## config.mk

```make
export PLATFORM = sky130hd
export DESIGN_NAME = pwm_multi_analyzer
export DESIGN_NICKNAME = d
export VERILOG_FILES = /design/src/rtl/pwm_analyzer_pkg.sv /design/src/rtl/pwm_channel_meter.sv /design/src/rtl/pwm_multi_analyzer.sv
export SDC_FILE = /design/constraint.sdc
export NUM_CORES = 1
export LEC_CHECK = 0
export CAP_MARGIN = 40
export CORE_UTILIZATION = 53
export CTS_CLUSTER_SIZE = 24
export DETAILED_ROUTE_END_ITERATION = 10
export GPL_ROUTABILITY_DRIVEN = 0
export GPL_TIMING_DRIVEN = 0
export MAX_ROUTING_LAYER = met4
export PLACE_DENSITY = 0.78
export SLEW_MARGIN = 10
export SYNTH_ARGS = -nofsm -noshare
export SYNTH_HDL_FRONTEND = slang
export SYNTH_SLANG_ARGS = --single-unit
```

## constraint.sdc

```tcl
create_clock -name clk -period 3.2 [get_ports clk]
set_input_delay 0.96 -clock clk [delete_from_list [all_inputs] [get_ports clk]]
set_output_delay 0.96 -clock clk [all_outputs]
set_load 0.02 [all_outputs]
```

## src/rtl/pwm_analyzer_pkg.sv

```systemverilog
// rtl/pwm_analyzer_pkg.sv - shared encodings for the multi-channel PWM analyzer
package pwm_analyzer_pkg;

  typedef enum logic [1:0] {
    CLS_LOW   = 2'b00,
    CLS_MID   = 2'b01,
    CLS_HIGH  = 2'b10,
    CLS_FAULT = 2'b11
  } cls_e;

  typedef enum logic [1:0] {
    WAIT_RISE = 2'b00,
    MEASURE   = 2'b01,
    FAULT_ST  = 2'b10
  } state_e;

  typedef enum logic [1:0] {
    CAUSE_NONE  = 2'b00,
    CAUSE_STUCK = 2'b01,
    CAUSE_LOST  = 2'b10
  } cause_e;

endpackage

```

## src/rtl/pwm_channel_meter.sv

```systemverilog
// rtl/pwm_channel_meter.sv - one PWM channel: synchronizer, edge detect, width FSM,
// timeout, and hysteretic classifier
module pwm_channel_meter
  import pwm_analyzer_pkg::*;
#(
  parameter int CNT_W     = 11,
  parameter int MAX_COUNT = 2000,
  parameter int HIGH_TH   = 1900,
  parameter int LOW_TH    = 1100,
  parameter int HYST      = 20,
  parameter int TO_W      = 16,
  parameter int TIMEOUT   = 40000
) (
  input  logic             clk,
  input  logic             rst,
  input  logic             ena,
  input  logic             pwm_in,
  input  logic             ch_en,
  output logic [CNT_W-1:0] width_out,
  output logic             meas_valid,
  output logic [1:0]       class_out,
  output logic             fault
);

  localparam logic [CNT_W:0]   CNT_LIM = (CNT_W+1)'(MAX_COUNT);
  localparam logic [CNT_W-1:0] CNT_MAX = CNT_W'(MAX_COUNT);
  localparam logic [TO_W:0]    TO_LIM  = (TO_W+1)'(TIMEOUT);
  localparam logic [CNT_W-1:0] HI_IN   = CNT_W'(HIGH_TH);
  localparam logic [CNT_W-1:0] HI_OUT  = CNT_W'(HIGH_TH - HYST);
  localparam logic [CNT_W-1:0] LO_IN   = CNT_W'(LOW_TH);
  localparam logic [CNT_W-1:0] LO_OUT  = CNT_W'(LOW_TH + HYST);

  logic             r_sync1, r_sync2, r_prev;
  state_e           r_state, w_state_nx;
  logic [CNT_W-1:0] r_hcnt, w_hcnt_nx;
  logic [TO_W-1:0]  r_to, w_to_nx;
  logic [CNT_W-1:0] r_width, w_width_nx;
  logic             r_valid, w_valid_nx;
  cls_e             r_cls, w_cls_nx;
  cause_e           r_cause, w_cause_nx;

  logic             w_en, w_rise, w_fall;
  logic [CNT_W:0]   w_hcnt_inc;
  logic [TO_W:0]    w_to_inc;

  // A class is left only once the width moves past its band by HYST.
  function automatic cls_e classify(input cls_e cur, input logic [CNT_W-1:0] w);
    if (cur == CLS_HIGH && w >= HI_OUT) return CLS_HIGH;
    if (cur == CLS_LOW && w <= LO_OUT)  return CLS_LOW;
    if (w >= HI_IN)                     return CLS_HIGH;
    if (w <= LO_IN)                     return CLS_LOW;
    return CLS_MID;
  endfunction

  assign w_en       = ena & ch_en;
  assign w_rise     = r_sync2 & ~r_prev;
  assign w_fall     = ~r_sync2 & r_prev;
  assign w_hcnt_inc = {1'b0, r_hcnt} + (CNT_W+1)'(1);
  assign w_to_inc   = {1'b0, r_to} + (TO_W+1)'(1);

  always_comb begin
    w_state_nx = r_state;
    w_hcnt_nx  = r_hcnt;
    w_to_nx    = r_to;
    w_width_nx = r_width;
    w_valid_nx = 1'b0;
    w_cls_nx   = r_cls;
    w_cause_nx = r_cause;
    if (w_en) begin
      case (r_state)
        WAIT_RISE: begin
          if (w_rise) begin
            w_state_nx = MEASURE;
            w_hcnt_nx  = CNT_W'(1);
            w_to_nx    = '0;
          end else if (w_to_inc >= TO_LIM) begin
            w_state_nx = FAULT_ST;
            w_cls_nx   = CLS_FAULT;
            w_cause_nx = CAUSE_LOST;
          end else begin
            w_to_nx = w_to_inc[TO_W-1:0];
          end
        end
        MEASURE: begin
          if (w_fall) begin
            w_state_nx = WAIT_RISE;
            w_width_nx = r_hcnt;
            w_valid_nx = 1'b1;
            w_cls_nx   = classify(r_cls, r_hcnt);
            w_to_nx    = '0;
          end else if (w_hcnt_inc >= CNT_LIM) begin
            w_state_nx = FAULT_ST;
            w_hcnt_nx  = CNT_MAX;
            w_width_nx = CNT_MAX;
            w_cls_nx   = CLS_FAULT;
            w_cause_nx = CAUSE_STUCK;
          end else begin
            w_hcnt_nx = w_hcnt_inc[CNT_W-1:0];
          end
        end
        FAULT_ST: begin
          if (w_rise) begin
            w_state_nx = MEASURE;
            w_hcnt_nx  = CNT_W'(1);
          end
        end
        default: w_state_nx = WAIT_RISE;
      endcase
    end
  end

  // The edge-detect register runs even while held, so edges during a hold are dropped.
  always_ff @(posedge clk) begin
    if (rst) begin
      r_sync1 <= 1'b0;
      r_sync2 <= 1'b0;
      r_prev  <= 1'b0;
      r_state <= WAIT_RISE;
      r_hcnt  <= '0;
      r_to    <= '0;
      r_width <= '0;
      r_valid <= 1'b0;
      r_cls   <= CLS_MID;
      r_cause <= CAUSE_NONE;
    end else begin
      r_sync1 <= pwm_in;
      r_sync2 <= r_sync1;
      r_prev  <= r_sync2;
      r_state <= w_state_nx;
      r_hcnt  <= w_hcnt_nx;
      r_to    <= w_to_nx;
      r_width <= w_width_nx;
      r_valid <= w_valid_nx;
      r_cls   <= w_cls_nx;
      r_cause <= w_cause_nx;
    end
  end

  assign width_out  = r_width;
  assign meas_valid = r_valid;
  assign class_out  = r_cls;
  assign fault      = (r_cause != CAUSE_NONE);

endmodule

```

## src/rtl/pwm_multi_analyzer.sv

```systemverilog
// rtl/pwm_multi_analyzer.sv - N_CH independent PWM width analyzers with
// concatenated result buses and a combined fault flag
module pwm_multi_analyzer
  import pwm_analyzer_pkg::*;
#(
  parameter int N_CH      = 4,
  parameter int CNT_W     = 11,
  parameter int MAX_COUNT = 2000,
  parameter int HIGH_TH   = 1900,
  parameter int LOW_TH    = 1100,
  parameter int HYST      = 20,
  parameter int TO_W      = 16,
  parameter int TIMEOUT   = 40000
) (
  input  logic                  clk,
  input  logic                  rst,
  input  logic                  ena,
  input  logic [N_CH-1:0]       pwm_in,
  input  logic [N_CH-1:0]       ch_en,
  output logic [N_CH*CNT_W-1:0] width_out,
  output logic [N_CH-1:0]       meas_valid,
  output logic [2*N_CH-1:0]     class_out,
  output logic [N_CH-1:0]       fault,
  output logic                  any_fault
);

  genvar gi;
  generate
    for (gi = 0; gi < N_CH; gi++) begin : g_ch
      pwm_channel_meter #(
        .CNT_W    (CNT_W),
        .MAX_COUNT(MAX_COUNT),
        .HIGH_TH  (HIGH_TH),
        .LOW_TH   (LOW_TH),
        .HYST     (HYST),
        .TO_W     (TO_W),
        .TIMEOUT  (TIMEOUT)
      ) u_meter (
        .clk       (clk),
        .rst       (rst),
        .ena       (ena),
        .pwm_in    (pwm_in[gi]),
        .ch_en     (ch_en[gi]),
        .width_out (width_out[gi*CNT_W +: CNT_W]),
        .meas_valid(meas_valid[gi]),
        .class_out (class_out[2*gi +: 2]),
        .fault     (fault[gi])
      );
    end
  endgenerate

  assign any_fault = |fault;

endmodule

```

==> results.ini, run 1 <==
[die]
fp-row-count=51
initial_utilization_pct=54.75
dieArea_mm2=0.02088
fp.dieW_um=144.5
ioPinCount=72
chipHeight_um=144.5
coreArea_mm2=0.01965

[sta]
fin_crit_ps=3111
fin_worst_skew_ps=8.748
rsz0062_at_grt=false
slew_headroom_pct=44.70
clock.fmax_mhz=321.4
finalHoldViolCount=0
finalCritPeriodShare_pct=97.23
fin_setup_tns_ps=0
drv_slew=0
worstMarginPinSlew_ps=823.2
setup_ws_ps=88.61
setup_viol=0

[detailed_routing]
drc_errors=0
viasPerCell=6.318
num_vias=10990
wl_per_cell_um=17.06
wl_um=29690
ant_nets=0
drt_iter0_drc=1018
drt_pass1_iterations=5

[clocking]
cts_tree=done
cts_hold_buf=0
numCtsBuffers=17
insertion_delay_ps=440
cts_htree_levels=4
path_clk_slew_ps=70
root_buffer=clkbuf_16
cts.sinks=192
clk_path_buf_depth=2

[cells_and_area]
final_cell_area_mm2=0.01242
seq_area_mm2=0.003844
final_cell_mix=dfxtp_1, nor2_1, nand2_1
drive_gt1_share_pct=8.271
mostFrequentLayoutCell=dfxtp_1
syn_to_final_growth_pct=15.46
nets=1485
final_core_util_pct=63.22
antenna_cells=0
fillers=1775
multi_input_area_mm2=0.006395

[critical_path]
cp_max_fo=10
critPathLaunchType=input pin
critPathKind=in2reg
required_ps=3490
cp-end-kind=register
critPathArrivalTime_ps=3400

[power]
peakVddDrop_mv=0.3467
leakage_nw=4.194
power_density_mw_per_mm2=390.3
power_mw=4.849

[global_route]
met2_usage_pct=44.66
busiest_layer=met2
grt_pass1_wl_um=48360
grt_max_degree=17
grtUsageMet3_pct=5.166
grt_overflow=0
antenna_found_initial=0
grt_usage_pct=29.95
grt_pass1_vias=9670
grtUsageMet1_pct=40.45

[synthesis]
syn_area_per_cell_um2=7.849
syn_area_mm2=0.01076
synth_edf_count=0
synth_warnings=0
synth_fp_nets=1394
synth_seq_cells=192
yosysUniqueCellTypes=86
synth_top_cell_area_share_pct=35.72
synth_cells=1371
async_flop_share_pct=0
synth_flop_cell=dfxtp_1
synth_area_leaders=dfxtp_1, nor2_1, o21ai_0
synth-seq-area-share_pct=35.72
yosysTopAreaCell=dfxtp_1

[place]
hpwlAfterDp_um=21000
dp_slack_ps=-358.9
portBuffers=70
placed_area_mm2=0.01180

[status]
status=complete, no violations

[job]
maxCapViolations=0

[worst_hold_path]
min_path_type=reg2reg

## worst paths after layout
check | slack (ps) | to | cells after the start | start
worst max-delay path | 90 | g_ch[0].u_meter.r_hcnt[5] | 5 | rst
worst min-delay path | 440 | g_ch[3].u_meter.r_sync2 | 1 | g_ch[3].u_meter.r_sync1
worst max register to register | 210 | g_ch[0].u_meter.width_out[4] | 8 | g_ch[0].u_meter.r_hcnt[4]
worst min register to register | 440 | g_ch[3].u_meter.r_sync2 | 1 | g_ch[3].u_meter.r_sync1
## cell usage after synthesis, types with 18 or more instances
master and instances:
dfxtp_1 192, inv_1 28, nor2_1 132, and3_1 32, nor4_1 18, nand2_1 121
o31ai_1 33, a21oi_1 92, and2_1 21, nand2b_1 27, clkbuf_1 65, a22oi_1 24
nand3_1 62, a31oi_1 27, o21ai_0 93, o221a_2 25, nor2b_1 27, nor3_1 48
## metrics by stage
stage | hold WS, ps | instances
2_1_floorplan | 413.8 | 1371
3_3_place_gp | 421.3 | 1706
3_5_place_dp | 422.3 | 1707
4_1_cts | 438.9 | 1739
5_1_grt | 457.9 | 1740
6_report | 437.3 | 1740
## metal layers
layer | wire length (µm) | vias up
li1 | - | 5319
met1 | 13540 | 5128
met2 | 13040 | 479
met3 | 2256 | 68
met4 | 852 | 0
met5 | 0 | -
## worst max-delay path, cell delays in order
cell and delay, ps:
clkdlybuf4s50_1 580, clkbuf_1 490, clkbuf_1 600, clkbuf_1 640, nor2_1 130
## area by class of cell
cell class | instances | share of cell area (%)
clock inverter | 9 | 0.8761
sequential | 192 | 30.94
buffer | 100 | 3.646
clock buffer | 23 | 3.766
multi-input combinational | 1050 | 51.47
tap | 265 | 2.669
timing repair buffer | 72 | 5.760
inverter | 29 | 0.8761
## registers in the layout, summed over array words and instances, names as in the netlist
signal and flops:
g_ch.u_meter.class_out 8, g_ch.u_meter.meas_valid 4, g_ch.u_meter.r_cause 8, g_ch.u_meter.r_hcnt 44, g_ch.u_meter.r_prev 4, g_ch.u_meter.r_state 8
g_ch.u_meter.r_sync1 4, g_ch.u_meter.r_sync2 4, g_ch.u_meter.r_to 64, g_ch.u_meter.width_out 44
## report_power, final
group / switching [mW] / internal (mW) / total (mW)
combinational: 0.209 / 0.0900 / 0.299
clock: 0.934 / 1.19 / 2.13
sequential: 0.0170 / 2.41 / 2.42
## kinds of logic (layout without fill, tap and decap cells)
logic type                 after synthesis  count (layout)  share of synthesized area [%]
AOI/OAI and AO/OA                      436             436                          28.02
DFF                                    192             192                          35.72
buffers and inverters                  129             233                          5.186
xor gates and xnor gates                13              13                          1.058
and+or+nand+nor                        581             581                          27.86
muxes                                    8               8                         0.7558
adders and majority gates               12              12                          1.395
## what timing repair did
action / 4_1_cts / 5_1_grt
setup buffers: 0 / 1
setup endpoints to repair: 0 / 58
resized for setup: 0 / 15
Note: power is estimated with default switching activity, not from simulation.
==> inputs of run 2 (changes only) <==
--- a/config.mk
+++ b/config.mk
@@ -5,7 +5,9 @@
 export SDC_FILE = /design/constraint.sdc
 export NUM_CORES = 1
 export LEC_CHECK = 0
+export ABC_AREA = 1
 export CAP_MARGIN = 40
+export CORE_ASPECT_RATIO = 0.6
 export CORE_UTILIZATION = 53
 export CTS_CLUSTER_SIZE = 24
 export DETAILED_ROUTE_END_ITERATION = 10
==> run 2 against run 1 <==
  * Final cell count grew 27%
  * Count of clock-buffer cells in the layout is 3 lower
  * Combinational power is 68% higher
  * Setup slack gained 270 ps
  * Clock power is 9.4% higher
  * Fmax up 9.4%
  * Die area up 6.0%
  * Hold slack worse by 35 ps
  * Non-clock buffer count fell by 42
  * Power up 10%
  * First-iteration DRC count increased by 22%
  * Clock skew increased by 4.4 ps
  * Critical endpoint is now g_ch[2].u_meter.r_to[10]
==> results.ini, run 2 <==
[critical_path]
cp-startpoint=ena
critPathCapture=g_ch[2].u_meter.r_to[10]
r2r_cells=15  ; +7
cp-end-kind=register
critPathLaunchType=input pin
cp_max_fo=10  ; unchanged
r2r_slack_ps=600  ; +390 ps
critPathArrivalTime_ps=3150  ; -250 ps
reg2reg_to=g_ch[1].u_meter.r_to[4]
critPathKind=in2reg
r2r_start=g_ch[1].u_meter.r_to[0]
required_ps=3510  ; +20 ps

[clocking]
cts_hold_buf=0  ; unchanged
cts.sinks=192  ; unchanged
cts_setup_buffers=0  ; unchanged
insertion_delay_ps=450  ; about the same
cts.repair.resized=0  ; unchanged
path_clk_slew_ps=70  ; about the same
clk_path_buf_depth=2  ; unchanged
cts_tree=done
cts_htree_levels=4  ; unchanged
numCtsBuffers=17  ; unchanged
root_buffer=clkbuf_16

[sta]
finalHoldViolCount=0  ; unchanged
fin_crit_ps=2845  ; -266.8 ps
rsz0062_at_grt=false
finalCritPeriodShare_pct=88.89  ; -8.3 points
worstMarginPinSlew_ps=851.7  ; +28.45 ps
setup_ws_ps=355.4  ; +266.8 ps
setup_viol=0  ; unchanged
slew_headroom_pct=43.22  ; -1.5 points
drv_slew=0  ; unchanged
clock.fmax_mhz=351.5  ; +9.4%
fin_worst_skew_ps=13.15  ; +4.405 ps

[power]
power_density_mw_per_mm2=409.1  ; +4.8%
peakVddDrop_mv=0.3722  ; +7.4%
leakage_nw=5.446  ; +30%

[global_route]
grt_usage_pct=29.93  ; about the same
grt_pass1_vias=10310  ; +6.6%
antenna_found_initial=0  ; unchanged
grtUsageMet1_pct=43.01  ; +2.6 points
busiest_layer=met1
grt_overflow=0  ; unchanged
grtUsageMet3_pct=6.723  ; +1.6 points
grt_max_degree=17  ; unchanged
grt_pass1_wl_um=51130  ; +5.7%
met2_usage_pct=42.08  ; -2.6 points

[synthesis]
synth_most_common_cell=nand2_1
yosys-top-cells-count=nand2_1, nor2_1, inv_1
synth_warnings=0  ; unchanged
synth_seq_cells=192  ; unchanged
yosysTopAreaCell=dfxtp_1
syn_area_mm2=0.01140  ; +6.0%
synth_cells=1836  ; +34%
synth-adder-area-share_pct=1.317  ; -0.079 points
yosysUniqueCellTypes=49  ; -43%
synth_top_family_by_area=simple AND/OR/NAND/NOR gates
async_flop_share_pct=0  ; unchanged
synth-seq-area-share_pct=33.71  ; -2.0 points
synth_xor_area_share_pct=1.997  ; +0.94 points
synth_fp_nets=1859  ; +33%
syn_area_per_cell_um2=6.210  ; -21%
synth_flop_cell=dfxtp_1
synthMuxAreaShare_pct=0  ; -0.76 points
synth_area_leaders=dfxtp_1, nand2_1, nor2_1
synthSimpleGateAreaFrac_pct=40.17  ; +12 points
synth-compound-area-share_pct=13.11  ; -15 points
synth_edf_count=0  ; unchanged
synth_top_cell_area_share_pct=33.71  ; -2.0 points

[die]
fp.dieW_um=191.4  ; +32%
initial_utilization_pct=54.21  ; -0.54 points
fp-row-count=41  ; -20%
ioPinCount=72  ; unchanged
coreArea_mm2=0.02103  ; +7.0%
dieArea_mm2=0.02212  ; +6.0%
chipHeight_um=115.6  ; -20%

[detailed_routing]
wl_per_cell_um=14.43  ; -15%
ant_nets=0  ; unchanged
num_vias=12150  ; +10%
wl_um=32000  ; +7.8%
viasPerCell=5.476  ; -13%
drc_errors=0  ; unchanged
drt_pass1_iterations=6  ; +1
drt_iter0_drc=1247  ; +22%

[worst_hold_path]
min_path_type=reg2reg
hold_path_depth=2  ; +1

[cells_and_area]
top_register=g_ch.u_meter.r_to
drive_gt1_share_pct=6.550  ; -1.7 points
stdcell_count=2218  ; +27%
final_cell_area_mm2=0.01310  ; +5.4%
fillers=1959  ; +10%
nets=1949  ; +31%
final_cell_mix=nand2_1, nor2_1, inv_1
multi_input_area_mm2=0.006454  ; +0.92%
largest_reg_flops=64  ; unchanged
syn_to_final_growth_pct=14.86
mostFrequentLayoutCell=nand2_1
seq_area_mm2=0.003844  ; unchanged
antenna_cells=0  ; unchanged

[place]
numPlacedInstances=2186  ; +28%
dp_slack_ps=-63.15  ; +295.7 ps
placed_area_mm2=0.01247  ; +5.7%
hpwlAfterDp_um=24010  ; +14%
portBuffers=70  ; unchanged

[job]
maxCapViolations=0  ; unchanged

[status]
status=complete, no violations

[run 2: through the flow]
step                TNS (ps)  power [mW]  util, %  hold slack [ps]
global route               0       5.544    62.27            420.3
CTS                        0       5.368    62.25            404.2
global placement      -527.8       3.048    59.20            391.4
floorplan                  0       2.913        -            388.3
finish                     0       5.358    62.27            402.4
detailed placement    -406.4       3.066    59.27            394.3
[run 2: kinds of logic after synthesis]
kind of cell | after synthesis
buffers and inverters | 271
XOR/XNOR | 26
AND/OR/NAND/NOR | 1066
adder cells (fa/ha/maj) | 12
AO/OA/AOI/OAI | 269
flip-flops | 192
[run 2: final cells by class]
type / instances / share of cell area (%)
Timing Repair Buffer: 71 / 5.484
Clock buffer: 20 / 3.411
Tap cell: 279 / 2.666
Multi-Input combinational cell: 1373 / 49.28
Sequential cell: 192 / 29.35
Buffer: 59 / 2.322
Inverter: 212 / 6.114
Clock inverter: 12 / 1.376
[run 2: how the worst min path moves through the flow]
stage / start / to / slack, ps
global route: g_ch[2].u_meter.r_sync1 / g_ch[2].u_meter.r_sync2 / 420
floorplan: g_ch[0].u_meter.r_sync1 / g_ch[0].u_meter.r_sync2 / 390
finish: g_ch[2].u_meter.r_sync1 / g_ch[2].u_meter.r_sync2 / 400
detailed placement: g_ch[2].u_meter.r_sync1 / g_ch[2].u_meter.r_sync2 / 390
CTS: g_ch[2].u_meter.r_sync1 / g_ch[2].u_meter.r_sync2 / 400
global placement: g_ch[2].u_meter.r_sync1 / g_ch[2].u_meter.r_sync2 / 390
[run 2: layer usage]
metal | vias up | part of all wire [%]
met2 | 540 | 40
met1 | 5453 | 48
met5 | - | 0
met3 | 43 | 10
met4 | 0 | 1.2
li1 | 6110 | -
[run 2: report_power, final]
group          internal [mW]  switching, mW  leakage, nW
combinational          0.167          0.334         3.59
clock                   1.34          0.995        0.301
sequential              2.45         0.0726         1.56
[run 2: critical path, cell delays in order]
cell and delay [ps]:
clkdlybuf4s50_1 750, nand2_1 220, nor2_1 170, inv_1 70, nor2_1 260, clkbuf_1 450, nand3_1 140, nand2_1 90
nor2_1 40
